File: src/rtl/game_mode_select_pkg.sv
// Shared game-mode definitions used by the mode controller and the VGA control block.
// No logic and no latency.
// No handshakes: types, constants and one pure helper function only.
package game_pkg;

    // Mode code driven to the VGA enable FSM
    typedef enum logic [1:0] {
        MODE_MENU     = 2'd0,
        MODE_REACTION = 2'd1,
        MODE_CHIMP    = 2'd2
    } game_mode_t;

    // Menu-navigation controller states
    typedef enum logic [1:0] {
        MENU  = 2'd0,
        ENTER = 2'd1,
        PLAY  = 2'd2,
        EXIT  = 2'd3
    } fsm_state_t;

    // Number of selectable games; the menu cursor runs 1..NUM_GAMES
    localparam int NUM_GAMES = 2;

    // Map a menu cursor to the mode it starts. Unknown entries fall back to the
    // menu, so the mode code can never be 3.
    function automatic game_mode_t cursor_to_mode(input logic [1:0] cursor);
        game_mode_t mode;
        case (cursor)
            2'd1:    mode = MODE_REACTION;
            2'd2:    mode = MODE_CHIMP;
            default: mode = MODE_MENU;
        endcase
        return mode;
    endfunction

endpackage

File: src/rtl/game_mode_select_if.sv
// Button, game-done and mode-output bundle of the game mode controller.
// No logic and no latency.
// No backpressure: levels and one-cycle pulses only.
interface game_mode_if;
    import game_pkg::*;

    logic       iKeyUp;
    logic       iKeyDown;
    logic       iKeySelect;
    logic       iKeyBack;
    logic       iGameDone;
    game_mode_t oGameMode;
    logic [1:0] oCursor;
    logic       oModeChanged;
    logic       oGameStart;

    // Board / game-core side: drives the raw keys and the done pulse
    modport master (
        output iKeyUp, iKeyDown, iKeySelect, iKeyBack, iGameDone,
        input  oGameMode, oCursor, oModeChanged, oGameStart
    );

    // Mode controller side
    modport slave (
        input  iKeyUp, iKeyDown, iKeySelect, iKeyBack, iGameDone,
        output oGameMode, oCursor, oModeChanged, oGameStart
    );
endinterface

File: src/rtl/game_mode_select_key_debounce.sv
// One push-button conditioner: 2-FF synchroniser, stability counter, press-edge pulse.
// Latency: press pulse on the edge DEBOUNCE_CYCLES+2 edges after the raw fall.
// No backpressure: the press pulse is one cycle wide and is never held.
module key_debounce
    import game_pkg::*;
#(
    parameter int DEBOUNCE_CYCLES = 500000
) (
    input  logic clk,
    input  logic iReset,
    input  logic key_i,     // raw, active-low, asynchronous
    output logic press_o    // one-cycle pulse per accepted press
);

    localparam int            CW       = $clog2(DEBOUNCE_CYCLES + 1);
    localparam logic [CW-1:0] CNT_LAST = CW'(DEBOUNCE_CYCLES - 1);

    logic          sync1_q, sync2_q;
    logic          level_q, level_d;
    logic          press_q, press_d;
    logic [CW-1:0] cnt_q, cnt_d;
    logic          differ;
    logic          settled;

    // The synchronised input has disagreed with the accepted level for long enough
    assign differ  = (sync2_q != level_q);
    assign settled = differ && (cnt_q == CNT_LAST);

    // Next debounce state: count while differing, restart whenever the input agrees
    always_comb begin
        level_d = level_q;
        cnt_d   = cnt_q;
        press_d = settled && level_q;   // only a released->pressed flip is an event
        if (!differ) begin
            cnt_d = '0;
        end else if (settled) begin
            level_d = sync2_q;
            cnt_d   = '0;
        end else begin
            cnt_d = cnt_q + CW'(1);
        end
    end

    // Synchroniser and debounce registers; reset to the released level
    always_ff @(posedge clk) begin
        if (iReset) begin
            sync1_q <= 1'b1;
            sync2_q <= 1'b1;
            level_q <= 1'b1;
            cnt_q   <= '0;
            press_q <= 1'b0;
        end else begin
            sync1_q <= key_i;
            sync2_q <= sync1_q;
            level_q <= level_d;
            cnt_q   <= cnt_d;
            press_q <= press_d;
        end
    end

    assign press_o = press_q;

endmodule

File: src/rtl/game_mode_select.sv
// Game mode controller: conditions four buttons and runs the menu/enter/play/exit FSM.
// Latency: registered outputs, one edge after a press pulse or iGameDone.
// No backpressure: every output is a level or a one-cycle pulse.
module game_mode_select #(
    parameter int DEBOUNCE_CYCLES = 500000,
    parameter int NUM_GAMES       = game_pkg::NUM_GAMES
) (
    input  logic        clk,
    input  logic        iReset,
    game_mode_if.slave  bus
);
    import game_pkg::*;

    localparam int            CW        = $clog2(NUM_GAMES + 1);
    localparam logic [CW-1:0] CUR_FIRST = CW'(1);
    localparam logic [CW-1:0] CUR_LAST  = CW'(NUM_GAMES);

    localparam logic [1:0] S_MENU  = MENU;
    localparam logic [1:0] S_ENTER = ENTER;
    localparam logic [1:0] S_PLAY  = PLAY;
    localparam logic [1:0] S_EXIT  = EXIT;

    logic          up_press, down_press, sel_press, back_press;
    logic [1:0]    state_q, state_d;
    game_mode_t    mode_q, mode_d;
    logic [CW-1:0] cursor_q, cursor_d;
    logic          changed_q, changed_d;
    logic          start_q, start_d;

    key_debounce #(.DEBOUNCE_CYCLES(DEBOUNCE_CYCLES)) u_key_up (
        .clk(clk), .iReset(iReset), .key_i(bus.iKeyUp), .press_o(up_press)
    );
    key_debounce #(.DEBOUNCE_CYCLES(DEBOUNCE_CYCLES)) u_key_down (
        .clk(clk), .iReset(iReset), .key_i(bus.iKeyDown), .press_o(down_press)
    );
    key_debounce #(.DEBOUNCE_CYCLES(DEBOUNCE_CYCLES)) u_key_select (
        .clk(clk), .iReset(iReset), .key_i(bus.iKeySelect), .press_o(sel_press)
    );
    key_debounce #(.DEBOUNCE_CYCLES(DEBOUNCE_CYCLES)) u_key_back (
        .clk(clk), .iReset(iReset), .key_i(bus.iKeyBack), .press_o(back_press)
    );

    // Next state and next outputs; outputs are those of the state being entered
    always_comb begin
        state_d   = state_q;
        mode_d    = mode_q;
        cursor_d  = cursor_q;
        changed_d = 1'b0;
        start_d   = 1'b0;
        case (state_q)
            S_MENU: begin
                if (sel_press) begin
                    // Select beats a simultaneous Up/Down: the pre-move cursor is used
                    state_d   = S_ENTER;
                    mode_d    = cursor_to_mode(2'(cursor_q));
                    changed_d = 1'b1;
                    start_d   = 1'b1;
                end else if (up_press && !down_press) begin
                    cursor_d = (cursor_q == CUR_FIRST) ? CUR_LAST : cursor_q - CUR_FIRST;
                end else if (down_press && !up_press) begin
                    cursor_d = (cursor_q == CUR_LAST) ? CUR_FIRST : cursor_q + CUR_FIRST;
                end
            end
            S_ENTER: begin
                state_d = S_PLAY;
            end
            S_PLAY: begin
                if (back_press || bus.iGameDone) begin
                    state_d   = S_EXIT;
                    mode_d    = MODE_MENU;
                    changed_d = 1'b1;
                end
            end
            S_EXIT: begin
                state_d = S_MENU;
            end
            default: begin
                state_d = S_MENU;
                mode_d  = MODE_MENU;
            end
        endcase
    end

    // State and output registers; reset lands in the menu without a change pulse
    always_ff @(posedge clk) begin
        if (iReset) begin
            state_q   <= S_MENU;
            mode_q    <= MODE_MENU;
            cursor_q  <= CUR_FIRST;
            changed_q <= 1'b0;
            start_q   <= 1'b0;
        end else begin
            state_q   <= state_d;
            mode_q    <= mode_d;
            cursor_q  <= cursor_d;
            changed_q <= changed_d;
            start_q   <= start_d;
        end
    end

    assign bus.oGameMode    = mode_q;
    assign bus.oCursor      = 2'(cursor_q);
    assign bus.oModeChanged = changed_q;
    assign bus.oGameStart   = start_q;

endmodule

File: src/flat_wrapper.sv
// flat-port wrapper written by rule: the top's interface ports become plain ports
module game_mode_select_flat import game_pkg::*;
#(
    parameter int DEBOUNCE_CYCLES = 500000,
    parameter int NUM_GAMES       = game_pkg::NUM_GAMES
)
  (clk, iReset, bus_iKeyUp, bus_iKeyDown, bus_iKeySelect, bus_iKeyBack, bus_iGameDone, bus_oGameMode, bus_oCursor, bus_oModeChanged, bus_oGameStart);
  game_mode_if bus_i ();
  input  logic clk;
  input  logic iReset;
  input wire logic [$bits(bus_i.iKeyUp)-1:0] bus_iKeyUp;
  input wire logic [$bits(bus_i.iKeyDown)-1:0] bus_iKeyDown;
  input wire logic [$bits(bus_i.iKeySelect)-1:0] bus_iKeySelect;
  input wire logic [$bits(bus_i.iKeyBack)-1:0] bus_iKeyBack;
  input wire logic [$bits(bus_i.iGameDone)-1:0] bus_iGameDone;
  output wire logic [$bits(bus_i.oGameMode)-1:0] bus_oGameMode;
  output wire logic [$bits(bus_i.oCursor)-1:0] bus_oCursor;
  output wire logic [$bits(bus_i.oModeChanged)-1:0] bus_oModeChanged;
  output wire logic [$bits(bus_i.oGameStart)-1:0] bus_oGameStart;
  assign bus_i.iKeyUp = bus_iKeyUp;
  assign bus_i.iKeyDown = bus_iKeyDown;
  assign bus_i.iKeySelect = bus_iKeySelect;
  assign bus_i.iKeyBack = bus_iKeyBack;
  assign bus_i.iGameDone = bus_iGameDone;
  assign bus_oGameMode = bus_i.oGameMode;
  assign bus_oCursor = bus_i.oCursor;
  assign bus_oModeChanged = bus_i.oModeChanged;
  assign bus_oGameStart = bus_i.oGameStart;
  game_mode_select #(.DEBOUNCE_CYCLES(DEBOUNCE_CYCLES), .NUM_GAMES(NUM_GAMES)) u_core (.clk(clk), .iReset(iReset), .bus(bus_i));
endmodule
File: config.mk
export PLATFORM = sky130hd
export DESIGN_NAME = game_mode_select_flat
export DESIGN_NICKNAME = d
export VERILOG_FILES = /design/src/rtl/game_mode_select_pkg.sv /design/src/rtl/game_mode_select_if.sv /design/src/rtl/game_mode_select_key_debounce.sv /design/src/rtl/game_mode_select.sv /design/src/flat_wrapper.sv
export SDC_FILE = /design/constraint.sdc
export NUM_CORES = 1
export LEC_CHECK = 0
export ABC_CLOCK_PERIOD_IN_PS = 5190
export CAP_MARGIN = 40
export CORE_ASPECT_RATIO = 1.5
export CORE_MARGIN = 3
export CORE_UTILIZATION = 45
export CTS_CLUSTER_DIAMETER = 60
export DETAILED_ROUTE_END_ITERATION = 16
export PLACE_DENSITY = 0.69
export SLEW_MARGIN = 20
export SYNTH_ARGS = -nofsm -noshare
export SYNTH_HDL_FRONTEND = slang
export SYNTH_SLANG_ARGS = --single-unit
File: constraint.sdc
create_clock -name clk -period 5.19 [get_ports clk]
set_input_delay 1.557 -clock clk [delete_from_list [all_inputs] [get_ports clk]]
set_output_delay 1.557 -clock clk [all_outputs]
set_load 0.01 [all_outputs]
==> results of run 1 <==
-- worst reg2reg max path: cells and delay by family (launching register included) --
kind,cells,cell delay [ns]
AND/OR/NAND/NOR,3,1.22
AO/OA/AOI/OAI,1,0.52
flip-flops,1,0.34
-- registers in the layout, indices dropped and copies added, names as in the netlist, 2 cells and up --
register / count
u_core.state_q: 2
u_core.bus.oCursor: 2
u_core.u_key_down.cnt_q: 19
u_core.u_key_select.cnt_q: 19
u_core.u_key_back.cnt_q: 19
u_core.bus.oGameMode: 2
u_core.u_key_up.cnt_q: 19
-- cell type report --
| type | count | area, um2 |
|---|---|---|
| Sequential cell | 100 | 2000 |
| Clock buffer | 9 | 225 |
| Tap cell | 112 | 140 |
| Clock inverter | 7 | 60.1 |
| Inverter | 17 | 63.8 |
| Timing Repair Buffer | 14 | 135 |
| Multi-Input combinational cell | 368 | 2270 |
| Fill cell | 869 | 4460 |
-- through the flow --
| step | total power [mW] | util, % | area [um2] | setup slack [ns] | cells |
|---|---|---|---|---|---|
| 2_1_floorplan | 0.804 | - | 4390 | 2.66 | 495 |
| 3_3_place_gp | 0.810 | 49.1 | 4600 | 1.76 | 610 |
| 3_5_place_dp | 0.811 | 49.3 | 4620 | 1.72 | 611 |
| 4_1_cts | 1.45 | 52.4 | 4900 | 2.07 | 627 |
| 5_1_grt | 1.48 | 52.4 | 4900 | 1.89 | 627 |
| 6_report | 1.43 | 52.4 | 4900 | 2.09 | 627 |
-- power groups by stage --
stage               Combinational [mW]  Sequential [mW]  Clock (mW)
floorplan                       0.0135            0.790           0
global placement                0.0197            0.790           0
detailed placement              0.0205            0.791           0
CTS                             0.0207            0.773       0.652
global route                    0.0228            0.773       0.687
finish                          0.0203            0.773       0.640
-- layer usage --
layer / GRT usage, % / part of all wire [%]
met5: 0 / 0
met4: 9.45 / 3.2
met3: 2.34 / 1.7
met2: 28.5 / 52
met1: 18.2 / 43
-- worst max path at each step --
stage,cells past startpoint,start,slack (ns),end
after CTS,6,iReset,2.07,u_core.u_key_select.cnt_q[17]
after floorplan,5,iReset,2.66,u_core.u_key_back.cnt_q[10]
final,6,iReset,2.09,u_core.u_key_select.cnt_q[17]
after detailed placement,6,iReset,1.72,u_core.u_key_select.cnt_q[17]
after global routing,6,iReset,1.89,u_core.u_key_select.cnt_q[17]
after global placement,5,iReset,1.76,u_core.u_key_down.cnt_q[7]
-- cells by family after synthesis --
kind of cell,synth area share [%]
compound gates,4.87
simple gates,31.2
buf+inv,2.74
fa+ha+maj,2.00
flops,45.6
mux,1.82
xor+xnor,11.8
-- placed cells by master, fill, tap and decap left out, types with 2 or more instances in the layout --
master,instances
ha_1,7
nor2_2,10
a21oi_1,13
nand4_1,21
nor4b_1,4
xnor2_1,41
nand3b_1,3
nand2b_1,5
buf_4,2
nand2_1,23
or3_1,5
clkdlybuf4s50_1,12
mux2i_1,8
o21ai_2,2
o31ai_1,4
nor4bb_1,2
or2_2,12
nand3_1,28
clkbuf_16,9
clkinv_4,4
nor2_1,85
and3_1,11
nor4_1,18
dfxtp_1,100
or4_1,6
nor3_1,13
inv_1,17
and4_1,2
xor2_1,18
o221ai_1,2
o21ai_0,7
nor3b_1,6
==> flow_metrics.env, run 1 <==
export IMPL_status="finished clean"
export IMPL_final_nets=524
export IMPL_dpl_hpwl_um=5780
export IMPL_slowest_stage="clkdlybuf4s50_1"
export IMPL_max_clock_freq_mhz=322
export IMPL_antenna_found_initial=0
export IMPL_hold_viol=0
export IMPL_switchingPower_uw=321
export IMPL_clock_path_buffers=2
export IMPL_period_share_pct=59.8
export IMPL_diodes=0
export IMPL_power_frac_seq_pct=53.9
export IMPL_min_delay_start="u_core.u_key_select.sync1_q"
export IMPL_grt_pass1_wl_um=14600
export IMPL_tns_ns=0
export IMPL_comb_power_share_pct=1.4
export IMPL_htree_levels=3
export IMPL_rows=43
export IMPL_area_growth_pct=11.7
export IMPL_cts_root_buf="clkbuf_16"
export IMPL_postCtsHoldBufs=0
export IMPL_synthCells=495
export IMPL_drt_wirelength_per_cell_um=13.0
export IMPL_drtIter0Drc=111
export IMPL_cp_max_fo=22
export IMPL_required_ns=5.41
export IMPL_cts_tree="yes"
export IMPL_vdd_ir_drop_max_mv=0.184
export IMPL_drv_slew=0
export IMPL_netlist_area_leader_share_pct=45.6
export IMPL_critPathLaunchType="input pin"
export IMPL_whs_ns=0.411
export IMPL_synth_most_common_cell="dfxtp_1"
export IMPL_hp_class="register to register"
export IMPL_yosys_area_top_type="dfxtp_1"
export IMPL_finalSetupViolCount=0
export IMPL_synth_avg_cell_area_um2=8.87
export IMPL_cts_buffers_inserted=9
export IMPL_synth_warnings=0
export IMPL_clkPwrFrac_pct=44.7
export IMPL_reg2regPathDepth=4
export IMPL_intPower_mw=1.11
export IMPL_ys_top_cells_by_count="dfxtp_1, nor2_1, xnor2_1, nand3_1, nand2_1"
export IMPL_fin_crit_ns=3.10
export IMPL_cts_resized=0
export IMPL_port_buffers=12
export IMPL_die_w_um=86.6
export IMPL_avgViaCountPerCell=5.41
export IMPL_grt_usage_pct=16.2
export IMPL_path_cells="clkdlybuf4s50_1 > buf_4 > nand2b_1 > o21bai_1 > buf_4 > a21oi_1"
export IMPL_worstPathArrival_ns=3.32
export IMPL_worst_slew_pin_slew_ns=0.756
export IMPL_grt_pass1_vias=3440
export IMPL_firstDrtPassIters=4
export IMPL_rsz0062_at_grt="false"
export IMPL_skew_ns=0.00696
export IMPL_crit_family="buffers and inverters"
export IMPL_ys_seq_area_share_pct=45.6
export IMPL_vias=3394
export IMPL_synthFlopType="dfxtp_1"
export IMPL_place_gp_congestion=0.824
export IMPL_clk_pin_slew_ns=0.07
export IMPL_ys_top_cells_by_area="dfxtp_1, xnor2_1, nor2_1"
export IMPL_core_um2=9360
export IMPL_min_to="u_core.u_key_select.sync2_q"
export IMPL_routed_wl_um=8130
export IMPL_r2r_end="u_core.u_key_up.cnt_q[2]"
export IMPL_async_reset_ff_share_pct=0
export IMPL_syn_area_um2=4390
export IMPL_ys_ff_latch=100
export IMPL_initial_core_util_pct=46.9
export IMPL_die_h_um=127
export IMPL_cap_violations=0
export IMPL_regToRegStartpoint="u_core.u_key_up.cnt_q[11]"
export IMPL_grt_max_degree=23
export IMPL_syn_nets=509
export IMPL_worst_path_buf_inv=3
export IMPL_ys_types=44
export IMPL_leakage_nw=1.43
export IMPL_slowest_delay_ns=0.61
export IMPL_crit_type="input pin to register"
export IMPL_drc=0
export IMPL_p_per_area_nw_per_um2=292
export IMPL_reg2reg_slack_ns=2.97
export IMPL_switching_share_pct=22.4
export IMPL_final_layout_size_suffix_gt1_share_pct=9.13
export IMPL_synth_edf_count=0
export IMPL_min_path_cells=1
export IMPL_cts_setup_buffers=0
export IMPL_slew_headroom_pct=49.6
export IMPL_ant_nets=0
export IMPL_path_common_cell="buf_4"
export IMPL_die_area_um2=11000
export IMPL_cts_sinks=100
export IMPL_cp_end_kind="register"
export IMPL_gr_total_overflow=0
export IMPL_clk_latency_ns=0.35
export IMPL_io_pin_count=13
Power figures use the tool's default switching activity.
==> run 2, diff against run 1 <==
--- a/config.mk
+++ b/config.mk
@@ -5,7 +5,7 @@
 export SDC_FILE = /design/constraint.sdc
 export NUM_CORES = 1
 export LEC_CHECK = 0
-export ABC_CLOCK_PERIOD_IN_PS = 5190
+export ABC_CLOCK_PERIOD_IN_PS = 3000
 export CAP_MARGIN = 40
 export CORE_ASPECT_RATIO = 1.5
 export CORE_MARGIN = 3
==> constraint.sdc (replaced) <==
create_clock -name clk -period 3 [get_ports clk]
set_input_delay 0.9 -clock clk [delete_from_list [all_inputs] [get_ports clk]]
set_output_delay 0.9 -clock clk [all_outputs]
set_load 0.01 [all_outputs]
==> run 2 against run 1 <==
  * Non-clock buffer count increased by 2
  * Routed wire length decreased by 4.9%
  * Die area unchanged
  * Via count increased by 0.38%
  * Core utilization increased by 0.44 points
  * Sequential share of layout area decreased by 0.34 points
  * First-iteration DRC count increased by 12%
  * Clock skew decreased by 0.0017 ns
  * Sequential cell count unchanged
  * Sequential power increased by 73%
  * Combinational power increased by 72%
  * Critical path type is now register to primary output
  * Critical endpoint is now bus_oCursor[1]
  * Highest routed layer unchanged
==> flow_metrics.env, run 2 (synthesis gave the netlist of run 1 again) <==
export IMPL_status="finished clean"
export IMPL_worstPathArrival_ns=1.35
export IMPL_diodes=0
export IMPL_cts_setup_buffers=0
export IMPL_final_layout_size_suffix_gt1_share_pct=8.70
export IMPL_core_um2=9360
export IMPL_die_h_um=127
export IMPL_grt_max_degree=29
export IMPL_cap_violations=0
export IMPL_period_share_pct=75.2
export IMPL_path_depth=1
export IMPL_firstDrtPassIters=4
export IMPL_required_ns=2.10
export IMPL_critPathLaunchType="register"
export IMPL_dpl_hpwl_um=5390
export IMPL_p_per_area_nw_per_um2=524
export IMPL_vias=3407
export IMPL_grt_pass1_vias=3251
export IMPL_worst_path_buf_inv=1
export IMPL_clk_latency_ns=0.34
export IMPL_final_nets=526
export IMPL_cts_resized=0
export IMPL_reg2regPathDepth=5
export IMPL_final_common_cell="dfxtp_1"
export IMPL_worst_slew_pin_slew_ns=0.665
export IMPL_clock_path_buffers=2
export IMPL_cts_buffers_inserted=9
export IMPL_max_clock_freq_mhz=443
export IMPL_drv_slew=0
export IMPL_drc=0
export IMPL_postCtsHoldBufs=0
export IMPL_most_common_layout_cells="dfxtp_1, nor2_1, xnor2_1"
export IMPL_hp_class="register to register"
export IMPL_grt_pass1_wl_um=13600
export IMPL_finalSetupViolCount=0
export IMPL_grt_usage_pct=15.2
export IMPL_cts_tree="yes"
export IMPL_rsz0062_at_grt="false"
export IMPL_tns_ns=0
export IMPL_slowest_stage="clkdlybuf4s50_1"
export IMPL_drtIter0Drc=124
export IMPL_cts_root_buf="clkbuf_16"
export IMPL_place_gp_congestion=0.811
export IMPL_slew_headroom_pct=55.2
export IMPL_initial_core_util_pct=46.9
export IMPL_die_area_um2=11000
export IMPL_min_path_cells=1
export IMPL_routed_wl_um=7720
export IMPL_fin_crit_ns=2.25
export IMPL_path_cells="clkdlybuf4s50_1"
export IMPL_die_w_um=86.6
export IMPL_hold_viol=0
export IMPL_slowest_delay_ns=0.58
export IMPL_area_growth_pct=12.6
export IMPL_clk_pin_slew_ns=0.06
export IMPL_skew_ns=0.00525
export IMPL_rows=43
export IMPL_final_core_util_pct=52.8
export IMPL_cp_end_kind="primary output"
export IMPL_crit_type="register to primary output"
export IMPL_cts_sinks=100
export IMPL_htree_levels=3
export IMPL_port_buffers=12
export IMPL_vdd_ir_drop_max_mv=0.465
export IMPL_ant_nets=0
export IMPL_cp_max_fo=7
export IMPL_gr_total_overflow=0
export IMPL_leakage_nw=1.45
export IMPL_antenna_found_initial=0
export IMPL_crit_family="buffers and inverters"
export IMPL_avgViaCountPerCell=5.42
export IMPL_drt_wirelength_per_cell_um=12.3
export IMPL_io_pin_count=13
==> run 2: layout make-up <==
class,instances,area (um2)
Fill cell,861,4420
Multi-Input combinational cell,368,2270
Timing Repair Buffer,16,150
Inverter,17,63.8
Tap cell,112,140
Clock buffer,12,246
Clock inverter,4,72.6
Sequential cell,100,2000
==> run 2: report_power, final <==
group	internal (mW)	leakage (nW)	total, mW	switching [mW]
sequential	1.33	0.808	1.34	0.00370
combinational	0.0166	0.490	0.0350	0.0184
clock	0.752	0.153	1.22	0.465
total	2.10	1.45	2.59	0.487
==> run 2: layer usage <==
metal	vias up	wire length, um	GRT usage, %	part of all wire [%]
met5	-	0	0	0
met4	0	207	7.71	2.7
met3	13	193	2.92	2.5
met2	38	3880	26.7	50
met1	1603	3440	17.0	45
li1	1753	-	-	-
==> run 2: final timing paths <==
| check | from | to | slack (ns) |
|---|---|---|---|
| hold / removal | u_core.u_key_select.sync1_q | u_core.u_key_select.sync2_q | 0.41 |
| hold reg to reg | u_core.u_key_select.sync1_q | u_core.u_key_select.sync2_q | 0.41 |
| setup reg to reg | u_core.u_key_select.cnt_q[0] | u_core.u_key_select.cnt_q[18] | 0.80 |
| setup / recovery | u_core.bus.oCursor[1] | bus_oCursor[1] | 0.75 |
==> run 2: per-stage QoR <==
| step | power, mW | std cells | area (um2) | setup slack, ns | hold WS (ns) |
|---|---|---|---|---|---|
| after global routing | 2.68 | 629 | 4940 | 0.653 | 0.425 |
| after global placement | 1.40 | 612 | 4620 | 0.691 | 0.399 |
| after floorplan | 1.39 | 495 | 4390 | 1.05 | 0.389 |
| after CTS | 2.63 | 629 | 4940 | 0.730 | 0.411 |
| after detailed placement | 1.40 | 613 | 4620 | 0.715 | 0.396 |
| final | 2.59 | 629 | 4940 | 0.745 | 0.409 |
